===== src/rtl/ucsbece154a_mem_arbiter_pkg.sv =====
// Shared definitions for the CPU/DMA memory arbiter.
//   arb_state_e : FSM encodings (IDLE / ACCESS)
//   OWNER_*     : owner codes reported on owner_o and used by the picker
//   cnt_width() : latency counter width, never narrower than 1 bit
package ucsbece154a_mem_arbiter_pkg;

  typedef enum logic {
    ARB_IDLE   = 1'b0,
    ARB_ACCESS = 1'b1
  } arb_state_e;

  localparam logic OWNER_CPU = 1'b0;
  localparam logic OWNER_DMA = 1'b1;

  function automatic int cnt_width(input int lat);
    return (lat > 1) ? $clog2(lat) : 1;
  endfunction

endpackage


===== src/rtl/ucsbece154a_mem_arbiter_if.sv =====
// Requester-side memory port (one instance for the CPU, one for the DMA).
//   req/we/adr/wd : request, held by the requester until gnt is sampled high
//   gnt           : request accepted this edge (combinational)
//   done          : one-cycle completion pulse
//   rd            : registered read data, held until the next read completes
// master = requester, slave = arbiter.
interface ucsbece154a_mem_arbiter_if #(
  parameter int ADDR_W = 32,
  parameter int DATA_W = 32
);
  logic              req;
  logic              we;
  logic [ADDR_W-1:0] adr;
  logic [DATA_W-1:0] wd;
  logic              gnt;
  logic              done;
  logic [DATA_W-1:0] rd;

  modport master (output req, we, adr, wd, input gnt, done, rd);
  modport slave  (input req, we, adr, wd, output gnt, done, rd);
endinterface


===== src/rtl/ucsbece154a_mem_arbiter_pick.sv =====
// Winner selection for the memory arbiter (purely combinational).
//   cpu_req_i, dma_req_i : pending requests
//   last_owner_i         : owner of the most recent grant
//   any_req_o            : at least one request pending
//   winner_o             : OWNER_CPU / OWNER_DMA
// Build option ARB_ROUND_ROBIN_EN: contention goes to !last_owner instead of
// always to the CPU. An uncontested request always wins.
module ucsbece154a_arb_pick
  import ucsbece154a_mem_arbiter_pkg::*;
(
  input  logic cpu_req_i,
  input  logic dma_req_i,
  input  logic last_owner_i,
  output logic any_req_o,
  output logic winner_o
);

  assign any_req_o = cpu_req_i | dma_req_i;

`ifdef ARB_ROUND_ROBIN_EN
  always_comb begin
    if (cpu_req_i && dma_req_i) winner_o = ~last_owner_i;
    else if (dma_req_i)         winner_o = OWNER_DMA;
    else                        winner_o = OWNER_CPU;
  end
`else
  // Fixed priority: last_owner only matters in the round-robin build.
  logic unused_last_owner;
  assign unused_last_owner = last_owner_i;

  always_comb begin
    if (cpu_req_i)      winner_o = OWNER_CPU;
    else if (dma_req_i) winner_o = OWNER_DMA;
    else                winner_o = OWNER_CPU;
  end
`endif

endmodule


===== src/rtl/ucsbece154a_mem_arbiter.sv =====
// Shares the unified multicycle-core memory between the CPU port and a
// DMA/loader port. Each transaction: grant in IDLE, MEM_LAT ACCESS cycles with
// latched adr/we/wd on the memory bus, then a done pulse (and read data for
// reads) to the owner.
//   clk, reset       : clock, asynchronous active-low reset
//   cpu, dma         : requester ports (slave modport)
//   mem_en_o/we_o    : memory access / write enable (ACCESS only)
//   mem_adr_o/wd_o   : latched address / write data (hold outside ACCESS)
//   mem_rd_i         : memory read data, valid in the last ACCESS cycle
//   busy_o, owner_o  : transaction in flight, current owner (0 CPU, 1 DMA)
// Build option ARB_ROUND_ROBIN_EN (see ucsbece154a_arb_pick).
module ucsbece154a_mem_arbiter
  import ucsbece154a_mem_arbiter_pkg::*;
#(
  parameter int ADDR_W  = 32,
  parameter int DATA_W  = 32,
  parameter int MEM_LAT = 1
) (
  input  logic                     clk,
  input  logic                     reset,
  ucsbece154a_mem_arbiter_if.slave cpu,
  ucsbece154a_mem_arbiter_if.slave dma,
  output logic                     mem_en_o,
  output logic                     mem_we_o,
  output logic [ADDR_W-1:0]        mem_adr_o,
  output logic [DATA_W-1:0]        mem_wd_o,
  input  logic [DATA_W-1:0]        mem_rd_i,
  output logic                     busy_o,
  output logic                     owner_o
);

  localparam int CNT_W = cnt_width(MEM_LAT);

  if (MEM_LAT < 1) begin : g_lat_chk
    $error("ucsbece154a_mem_arbiter: MEM_LAT must be at least 1");
  end

  arb_state_e        state_q;
  logic [CNT_W-1:0]  cnt_q;
  logic              owner_q, last_owner_q;
  logic [ADDR_W-1:0] adr_q;
  logic              we_q;
  logic [DATA_W-1:0] wd_q;
  logic [DATA_W-1:0] cpu_rd_q, dma_rd_q;
  logic              cpu_done_q, dma_done_q;
  logic              any_req, winner;

  ucsbece154a_arb_pick u_pick (
    .cpu_req_i    (cpu.req),
    .dma_req_i    (dma.req),
    .last_owner_i (last_owner_q),
    .any_req_o    (any_req),
    .winner_o     (winner)
  );

  // Grant is gated by reset so no output is ever high while reset is held.
  logic grant;
  assign grant   = reset && (state_q == ARB_IDLE) && any_req;
  assign cpu.gnt = grant && (winner == OWNER_CPU);
  assign dma.gnt = grant && (winner == OWNER_DMA);

  always_ff @(posedge clk or negedge reset) begin
    if (!reset) begin
      state_q      <= ARB_IDLE;
      cnt_q        <= '0;
      owner_q      <= OWNER_CPU;
      last_owner_q <= OWNER_CPU;
      adr_q        <= '0;
      we_q         <= 1'b0;
      wd_q         <= '0;
      cpu_rd_q     <= '0;
      dma_rd_q     <= '0;
      cpu_done_q   <= 1'b0;
      dma_done_q   <= 1'b0;
    end else begin
      cpu_done_q <= 1'b0;
      dma_done_q <= 1'b0;
      case (state_q)
        ARB_IDLE: begin
          if (any_req) begin
            owner_q      <= winner;
            last_owner_q <= winner;
            adr_q        <= (winner == OWNER_DMA) ? dma.adr : cpu.adr;
            we_q         <= (winner == OWNER_DMA) ? dma.we  : cpu.we;
            wd_q         <= (winner == OWNER_DMA) ? dma.wd  : cpu.wd;
            cnt_q        <= CNT_W'(MEM_LAT - 1);
            state_q      <= ARB_ACCESS;
          end
        end
        ARB_ACCESS: begin
          if (cnt_q != '0) begin
            cnt_q <= cnt_q - CNT_W'(1);
          end else begin
            // Last access cycle: mem_rd_i is valid now; writes leave rd alone.
            if (!we_q) begin
              if (owner_q == OWNER_DMA) dma_rd_q <= mem_rd_i;
              else                      cpu_rd_q <= mem_rd_i;
            end
            if (owner_q == OWNER_DMA) dma_done_q <= 1'b1;
            else                      cpu_done_q <= 1'b1;
            state_q <= ARB_IDLE;
          end
        end
        default: state_q <= ARB_IDLE;
      endcase
    end
  end

  assign busy_o    = (state_q == ARB_ACCESS);
  assign owner_o   = owner_q;
  assign mem_en_o  = busy_o;
  assign mem_we_o  = busy_o && we_q;
  assign mem_adr_o = adr_q;
  assign mem_wd_o  = wd_q;

  assign cpu.done = cpu_done_q;
  assign cpu.rd   = cpu_rd_q;
  assign dma.done = dma_done_q;
  assign dma.rd   = dma_rd_q;

endmodule


===== src/flat_wrapper.sv =====
// flat-port wrapper written by rule: the top's interface ports become plain ports
module ucsbece154a_mem_arbiter_flat import ucsbece154a_mem_arbiter_pkg::*;
#(
  parameter int ADDR_W  = 32,
  parameter int DATA_W  = 32,
  parameter int MEM_LAT = 1
)
  (clk, reset, mem_en_o, mem_we_o, mem_adr_o, mem_wd_o, mem_rd_i, busy_o, owner_o, cpu_req, cpu_we, cpu_adr, cpu_wd, cpu_gnt, cpu_done, cpu_rd, dma_req, dma_we, dma_adr, dma_wd, dma_gnt, dma_done, dma_rd);
  ucsbece154a_mem_arbiter_if #(.ADDR_W(ADDR_W), .DATA_W(DATA_W)) cpu_i ();
  ucsbece154a_mem_arbiter_if #(.ADDR_W(ADDR_W), .DATA_W(DATA_W)) dma_i ();
  input  logic clk;
  input  logic reset;
  output logic mem_en_o;
  output logic mem_we_o;
  output logic [ADDR_W-1:0] mem_adr_o;
  output logic [DATA_W-1:0] mem_wd_o;
  input  logic [DATA_W-1:0] mem_rd_i;
  output logic busy_o;
  output logic owner_o;
  input wire logic [$bits(cpu_i.req)-1:0] cpu_req;
  input wire logic [$bits(cpu_i.we)-1:0] cpu_we;
  input wire logic [$bits(cpu_i.adr)-1:0] cpu_adr;
  input wire logic [$bits(cpu_i.wd)-1:0] cpu_wd;
  output wire logic [$bits(cpu_i.gnt)-1:0] cpu_gnt;
  output wire logic [$bits(cpu_i.done)-1:0] cpu_done;
  output wire logic [$bits(cpu_i.rd)-1:0] cpu_rd;
  input wire logic [$bits(dma_i.req)-1:0] dma_req;
  input wire logic [$bits(dma_i.we)-1:0] dma_we;
  input wire logic [$bits(dma_i.adr)-1:0] dma_adr;
  input wire logic [$bits(dma_i.wd)-1:0] dma_wd;
  output wire logic [$bits(dma_i.gnt)-1:0] dma_gnt;
  output wire logic [$bits(dma_i.done)-1:0] dma_done;
  output wire logic [$bits(dma_i.rd)-1:0] dma_rd;
  assign cpu_i.req = cpu_req;
  assign cpu_i.we = cpu_we;
  assign cpu_i.adr = cpu_adr;
  assign cpu_i.wd = cpu_wd;
  assign cpu_gnt = cpu_i.gnt;
  assign cpu_done = cpu_i.done;
  assign cpu_rd = cpu_i.rd;
  assign dma_i.req = dma_req;
  assign dma_i.we = dma_we;
  assign dma_i.adr = dma_adr;
  assign dma_i.wd = dma_wd;
  assign dma_gnt = dma_i.gnt;
  assign dma_done = dma_i.done;
  assign dma_rd = dma_i.rd;
  ucsbece154a_mem_arbiter #(.ADDR_W(ADDR_W), .DATA_W(DATA_W), .MEM_LAT(MEM_LAT)) u_core (.clk(clk), .reset(reset), .cpu(cpu_i), .dma(dma_i), .mem_en_o(mem_en_o), .mem_we_o(mem_we_o), .mem_adr_o(mem_adr_o), .mem_wd_o(mem_wd_o), .mem_rd_i(mem_rd_i), .busy_o(busy_o), .owner_o(owner_o));
endmodule

===== config.mk =====
export PLATFORM = sky130hd
export DESIGN_NAME = ucsbece154a_mem_arbiter_flat
export DESIGN_NICKNAME = d
export VERILOG_FILES = /design/src/rtl/ucsbece154a_mem_arbiter_pkg.sv /design/src/rtl/ucsbece154a_mem_arbiter_if.sv /design/src/rtl/ucsbece154a_mem_arbiter_pick.sv /design/src/rtl/ucsbece154a_mem_arbiter.sv /design/src/flat_wrapper.sv
export SDC_FILE = /design/constraint.sdc
export NUM_CORES = 1
export LEC_CHECK = 0
export BUFFER_PORTS_ARGS = -buffer_cell sky130_fd_sc_hd__buf_4
export CELL_PAD_IN_SITES_DETAIL_PLACEMENT = 0
export CELL_PAD_IN_SITES_GLOBAL_PLACEMENT = 1
export CORE_UTILIZATION = 35
export CTS_CLUSTER_DIAMETER = 80
export DETAILED_ROUTE_END_ITERATION = 8
export PLACE_DENSITY_LB_ADDON = 0.1
export SLEW_MARGIN = 30
export SYNTH_ARGS = -nofsm -noshare
export SYNTH_HDL_FRONTEND = slang
export SYNTH_HIERARCHICAL = 1
export SYNTH_SLANG_ARGS = --single-unit

===== constraint.sdc =====
create_clock -name clk -period 1.9 [get_ports clk]
set_input_delay 0.285 -clock clk [delete_from_list [all_inputs] [get_ports clk]]
set_output_delay 0.285 -clock clk [all_outputs]
set_load 0.02 [all_outputs]

==> results of run 1 <==
## power breakdown
group / switching, uW / leakage (uW) / internal (uW)
Sequential: 509 / 0.00156 / 3800
Combinational: 2240 / 0.00231 / 2330
Clock: 1170 / 0.000311 / 2430
## stage by stage
| stage | cells | power, uW | hold slack (ps) | util [%] | instance area [um^2] |
|---|---|---|---|---|---|
| final | 895 | 12490 | -37.60 | 56.11 | 8945 |
| after detailed placement | 863 | 8989 | 476.0 | 52.02 | 8293 |
| after floorplan | 361 | 6713 | -10.59 | - | 5743 |
| after global placement | 863 | 8904 | 472.7 | 52.02 | 8293 |
| after global routing | 895 | 13100 | 54.93 | 56.11 | 8945 |
| after CTS | 895 | 12660 | 40.30 | 56.11 | 8945 |
## state kept, by name, indices dropped and copies added (netlist names)
| name | cells |
|---|---|
| u_core/busy_o | 1 |
| u_core/last_owner_q | 1 |
| u_core/mem_adr_o | 32 |
| u_core/dma.rd | 32 |
| u_core/dma.done | 1 |
| u_core/cpu.done | 1 |
| u_core/we_q | 1 |
| u_core/cpu.rd | 32 |
| u_core/mem_wd_o | 32 |
## worst max-delay path, stage by stage, from the launching register on
cell,delay [ps]
dfrtp_1,490
nor3b_1,250
buf_4,190
## kinds of logic after synthesis
| kind of cell | after synthesis | synth area share (%) |
|---|---|---|
| buffers and inverters | 22 | 2.527 |
| flip-flops | 133 | 57.95 |
| multiplexers | 195 | 38.24 |
| AND/OR/NAND/NOR | 11 | 1.285 |
## final timing paths
kind / from / to / cells past startpoint / slack, ps
max reg2reg: u_core/busy_o$_DFF_PN0_ / u_core/cpu.rd[9]$_DFFE_PN0P_ / 3 / 350
min in group clk: mem_rd_i[4] / u_core/cpu.rd[4]$_DFFE_PN0P_ / 2 / 100
max: u_core/busy_o$_DFF_PN0_ / dma_gnt / 2 / 280
max in group asynchronous: reset / u_core/mem_adr_o[12]$_DFFE_PN0P_ / 2 / 1340
min reg2reg: u_core/cpu.rd[4]$_DFFE_PN0P_ / u_core/cpu.rd[4]$_DFFE_PN0P_ / 1 / 490
min: reset / u_core/mem_adr_o[25]$_DFFE_PN0P_ / 2 / -40
## layout make-up
type | instances | area [um^2] | area share (%)
clock buffer | 24 | 481.7 | 5.385
clock inverter | 8 | 170.2 | 1.902
multi-input combinational | 206 | 2291 | 25.61
sequential | 133 | 3328 | 37.21
tap | 216 | 270.3 | 3.021
timing repair buffer | 308 | 2404 | 26.87
## per-layer routing
metal / GRT usage, % / up-vias / part of all wire (%)
met5: 0 / - / 0
met4: 7.729 / 0 / 1.7
met3: 5.617 / 14 / 7.5
met2: 32.60 / 172 / 54
met1: 19.65 / 2020 / 37
li1: - / 1900 / -
## layout by cell type, fill, tap and decap left out, drive strengths merged
master	Yosys	layout
nor3	1	1
mux2	195	195
dfrtp	133	133
nor2b	3	3
clkinv	0	1
clkbuf	1	24
nand2	1	1
bufinv	0	5
and2	2	2
clkinvlp	0	2
nor3b	2	2
buf	21	308
or2	1	1
nand3b	1	1
==> flow_metrics.py, run 1 <==
metrics = {
    "clock_tree": {
        "cts_tree": "yes",
        "cts_max_level": 4,
        "cts_resized": 0,
        "cts_setup_buffers": 0,
        "clk_path_buf_depth": 2,
        "cts_root_buf": "clkbuf_16",
        "clk_latency_ps": 410,
        "numClockSinks": 133,
        "cts_hold_buffers": 0,
        "cts.reportedPaths.clkPinSlew_ps": 60,
        "cts_inserted_buffers": 17,
    },
    "floorplan": {
        "io_pins": 302,
        "coreArea_um2": 15940,
        "die_area_um2": 16920,
        "die_width_um": 130.1,
        "fp-row-count": 46,
        "die_height_um": 130.1,
        "initial_utilization_pct": 36.02,
    },
    "sta": {
        "min_period_ps": 1615,
        "max_freq_mhz": 619.2,
        "setup_viol": 0,
        "finalHoldViolations": 29,
        "whs_ps": -37.60,
        "worst_pin_slew_ps": 747.7,
        "fin_ws_ps": 284.9,
        "fin_tns_setup_ps": 0,
        "relSlewSlack_pct": 50.15,
        "skew_ps": 10.43,
        "fin_crit_sh_pct": 85.00,
        "rsz0062_at_grt": "no",
        "slew_viol_final": 0,
    },
    "critical_path": {
        "cp-end-kind": "output pin",
        "path_class": "register to output pin",
        "critPathLaunchType": "register",
        "critPathArrivalTime_ps": 1330,
        "required_ps": 1620,
        "path_max_fanout": 10,
    },
    "detailed_routing": {
        "vias": 4106,
        "via_per_inst": 4.588,
        "routedWlPerCell_um": 16.93,
        "firstDrtPassIters": 3,
        "drc": 0,
        "ant_nets": 0,
        "drt-initial-drc-count": 104,
        "wl_um": 15160,
    },
    "finish": {
        "antenna_cells": 0,
        "drive_gt1_share_pct": 78.35,
        "area_delta_synth_final_pct": 55.75,
        "fillers": 1372,
        "fin_nets": 832,
    },
    "flow_run": {
        "maxCapViolations": 0,
    },
    "grt": {
        "grt_pass1_vias": 4308,
        "antenna_found_initial": 0,
        "grt_max_degree": 134,
        "grt_util_all_layers_pct": 18.14,
        "grt_pass1_wl_um": 22830,
        "overflow": 0,
    },
    "synthesis": {
        "synth_top_cell_by_area": "dfrtp_1",
        "yosys.cell_count.top_type": "mux2_2",
        "syn_nets": 527,
        "ys.flop_type": "dfrtp_1",
        "yosysWarnings": 6,
        "yosys-top-cells-area": "dfrtp_1, mux2_2, buf_2",
        "synth_top_area_share_pct": 57.95,
        "ys_top_cells_by_count": "mux2_2, dfrtp_1, buf_2",
        "ys_seq_elements": 133,
        "ys_types": 15,
        "syn_avg_cell_area_um2": 15.91,
        "async_flop_share_pct": 100.0,
        "synth_edf_count": 0,
        "syn_inst": 361,
        "synth_area_um2": 5743,
        "yosysSeqAreaShare_pct": 57.95,
    },
    "outcome": {
        "outcome": "complete, but fails checks",
        "failed_checks": "negative hold slack",
    },
    "placed_design": {
        "dp_slack_ps": 311.1,
        "io_buffers": 301,
        "place_congestion": 0.7863,
        "dpl.hpwl_um": 11100,
    },
    "hold_path": {
        "hold_path.class": "input pin to async pin",
    },
    "power_and_ir_drop": {
        "leakagePower_uw": 0.004174,
        "ir_drop_mv": 0.9238,
        "pwr_density_cell_nw_per_um2": 1396,
    },
}
Note: power is estimated with default switching activity, not from simulation.
==> run 2: changes to the inputs <==
--- a/config.mk
+++ b/config.mk
@@ -8,6 +8,7 @@
 export BUFFER_PORTS_ARGS = -buffer_cell sky130_fd_sc_hd__buf_4
 export CELL_PAD_IN_SITES_DETAIL_PLACEMENT = 0
 export CELL_PAD_IN_SITES_GLOBAL_PLACEMENT = 1
+export CORE_ASPECT_RATIO = 0.7
 export CORE_UTILIZATION = 35
 export CTS_CLUSTER_DIAMETER = 80
 export DETAILED_ROUTE_END_ITERATION = 8
==> run 2 against run 1 <==
Against the previous run: the flow still finishes with violations (negative hold slack); power down 4.0%; hold slack gained 36 ps; via count is 1.3% lower; count of clock-buffer cells in the layout decreased by 4; clock power shrank 14%; global-route usage up 0.61 points; flip-flop and latch count unchanged; first-iteration DRC count is 7.7% higher; register-to-register slack got worse by 60 ps; critical path type unchanged; largest power group unchanged.
==> flow_metrics.py, run 2 (synthesized netlist as in run 1, its figures left out) <==
metrics = {
    "outcome": {
        "outcome": "complete, but fails checks",
        "failed_checks": "negative hold slack",
    },
    "detailed_routing": {
        "ant_nets": 0,
        "via_per_inst": 4.512,
        "vias": 4052,
        "firstDrtPassIters": 4,
        "routedWlPerCell_um": 17.27,
        "drt-initial-drc-count": 112,
        "drc": 0,
        "wl_um": 15510,
    },
    "clock_tree": {
        "clk_latency_ps": 410,
        "cts_setup_buffers": 0,
        "cts_max_level": 4,
        "cts_tree": "yes",
        "cts.reportedPaths.clkPinSlew_ps": 60,
        "cts_resized": 0,
        "clk_path_buf_depth": 2,
        "cts_hold_buffers": 0,
        "cts_inserted_buffers": 17,
        "numClockSinks": 133,
        "cts_root_buf": "clkbuf_16",
    },
    "critical_path": {
        "path_class": "register to output pin",
        "critPathArrivalTime_ps": 1390,
        "cp-end-kind": "output pin",
        "path_max_fanout": 10,
        "cp_cell_sequence": "nor3b_1 -> buf_4",
        "crit_family": "flip-flops",
        "critical-path-slowest-cell": "dfrtp_1",
        "crit_path_max_incr_delay_ps": 510,
        "cp_num_buf_inv": 1,
        "required_ps": 1620,
        "critPathLaunchType": "register",
    },
    "floorplan": {
        "fp-row-count": 38,
        "die_area_um2": 16930,
        "coreArea_um2": 15790,
        "io_pins": 302,
        "initial_utilization_pct": 36.38,
        "die_width_um": 155.1,
        "die_height_um": 109.2,
    },
    "sta": {
        "fin_crit_sh_pct": 87.95,
        "skew_ps": 8.890,
        "slew_viol_final": 0,
        "finalHoldViolations": 1,
        "worst_pin_slew_ps": 708.8,
        "relSlewSlack_pct": 52.75,
        "min_period_ps": 1671,
        "whs_ps": -1.419,
        "setup_viol": 0,
        "max_freq_mhz": 598.4,
        "fin_ws_ps": 228.9,
        "fin_tns_setup_ps": 0,
        "rsz0062_at_grt": "no",
    },
    "finish": {
        "layout_common_cells": "buf_4, mux2_2, dfrtp_1",
        "drive_gt1_share_pct": 78.76,
        "layout_commonest_cell": "buf_4",
        "fin_nets": 832,
        "postLayoutCellArea_um2": 8846,
        "antenna_cells": 0,
        "area_delta_synth_final_pct": 54.03,
    },
    "power_and_ir_drop": {
        "ir_drop_mv": 0.8080,
        "leakagePower_uw": 0.004120,
        "pwr_density_cell_nw_per_um2": 1355,
    },
    "placed_design": {
        "place_congestion": 0.7631,
        "dp_slack_ps": 266.3,
        "dpl.hpwl_um": 11320,
        "dpl-instance-area_um2": 8285,
        "io_buffers": 301,
    },
    "hold_path": {
        "hold_path.class": "input pin to async pin",
    },
    "grt": {
        "overflow": 0,
        "grt_pass1_wl_um": 23500,
        "grt_max_degree": 134,
        "grt_pass1_vias": 4310,
        "antenna_found_initial": 0,
        "grt_util_all_layers_pct": 18.75,
    },
    "flow_run": {
        "maxCapViolations": 0,
    },
}
run 2: cell count changes in the layout (fill, tap and decap cells not counted), sizes merged:
cell and delta:
clkbuf -4, inv +1, clkinv +3, clkinvlp +3, bufinv -4
run 2: layer usage:
metal | global-route usage (%) | part of all wire, % | wire, um
met4 | 6.648 | 1.4 | 210
met3 | 7.830 | 9.0 | 1395
met2 | 33.20 | 51 | 7979
met1 | 20.26 | 38 | 5922
met5 | 0 | 0 | 0
run 2: final timing paths:
kind	startpoint	endpoint	slack [ps]	depth (start not counted)
max in group asynchronous	reset	u_core/cpu.rd[21]$_DFFE_PN0P_	1400	2
hold / removal	reset	u_core/mem_wd_o[1]$_DFFE_PN0P_	-1	2
min in group clk	mem_rd_i[5]	u_core/cpu.rd[5]$_DFFE_PN0P_	110	2
setup / recovery	u_core/busy_o$_DFF_PN0_	dma_gnt	230	2
setup reg to reg	u_core/busy_o$_DFF_PN0_	u_core/cpu.rd[24]$_DFFE_PN0P_	290	3
hold reg to reg	u_core/cpu.rd[4]$_DFFE_PN0P_	u_core/cpu.rd[4]$_DFFE_PN0P_	500	1
run 2: stage by stage:
| step | cells | util, % | total power (uW) |
|---|---|---|---|
| after floorplan | 361 | - | 6713 |
| after global placement | 867 | 52.49 | 8922 |
| after detailed placement | 867 | 52.49 | 9003 |
| after CTS | 898 | 56.04 | 12170 |
| after global routing | 898 | 56.04 | 12630 |
| final | 898 | 56.04 | 11980 |
run 2: area by class of cell:
| class | instances | area (um^2) |
|---|---|---|
| Clock buffer | 20 | 456.7 |
| Clock inverter | 11 | 103.9 |
| Fill cell | 1352 | 6939 |
| Multi-Input combinational cell | 206 | 2291 |
| Sequential cell | 133 | 3328 |
| Tap cell | 220 | 275.3 |
| Timing Repair Buffer | 308 | 2391 |
run 2: report_power, final:
| group | internal (uW) | total, uW | switching (uW) |
|---|---|---|---|
| clock | 1860 | 3080 | 1220 |
| sequential | 3800 | 4330 | 526 |
| combinational | 2320 | 4570 | 2240 |
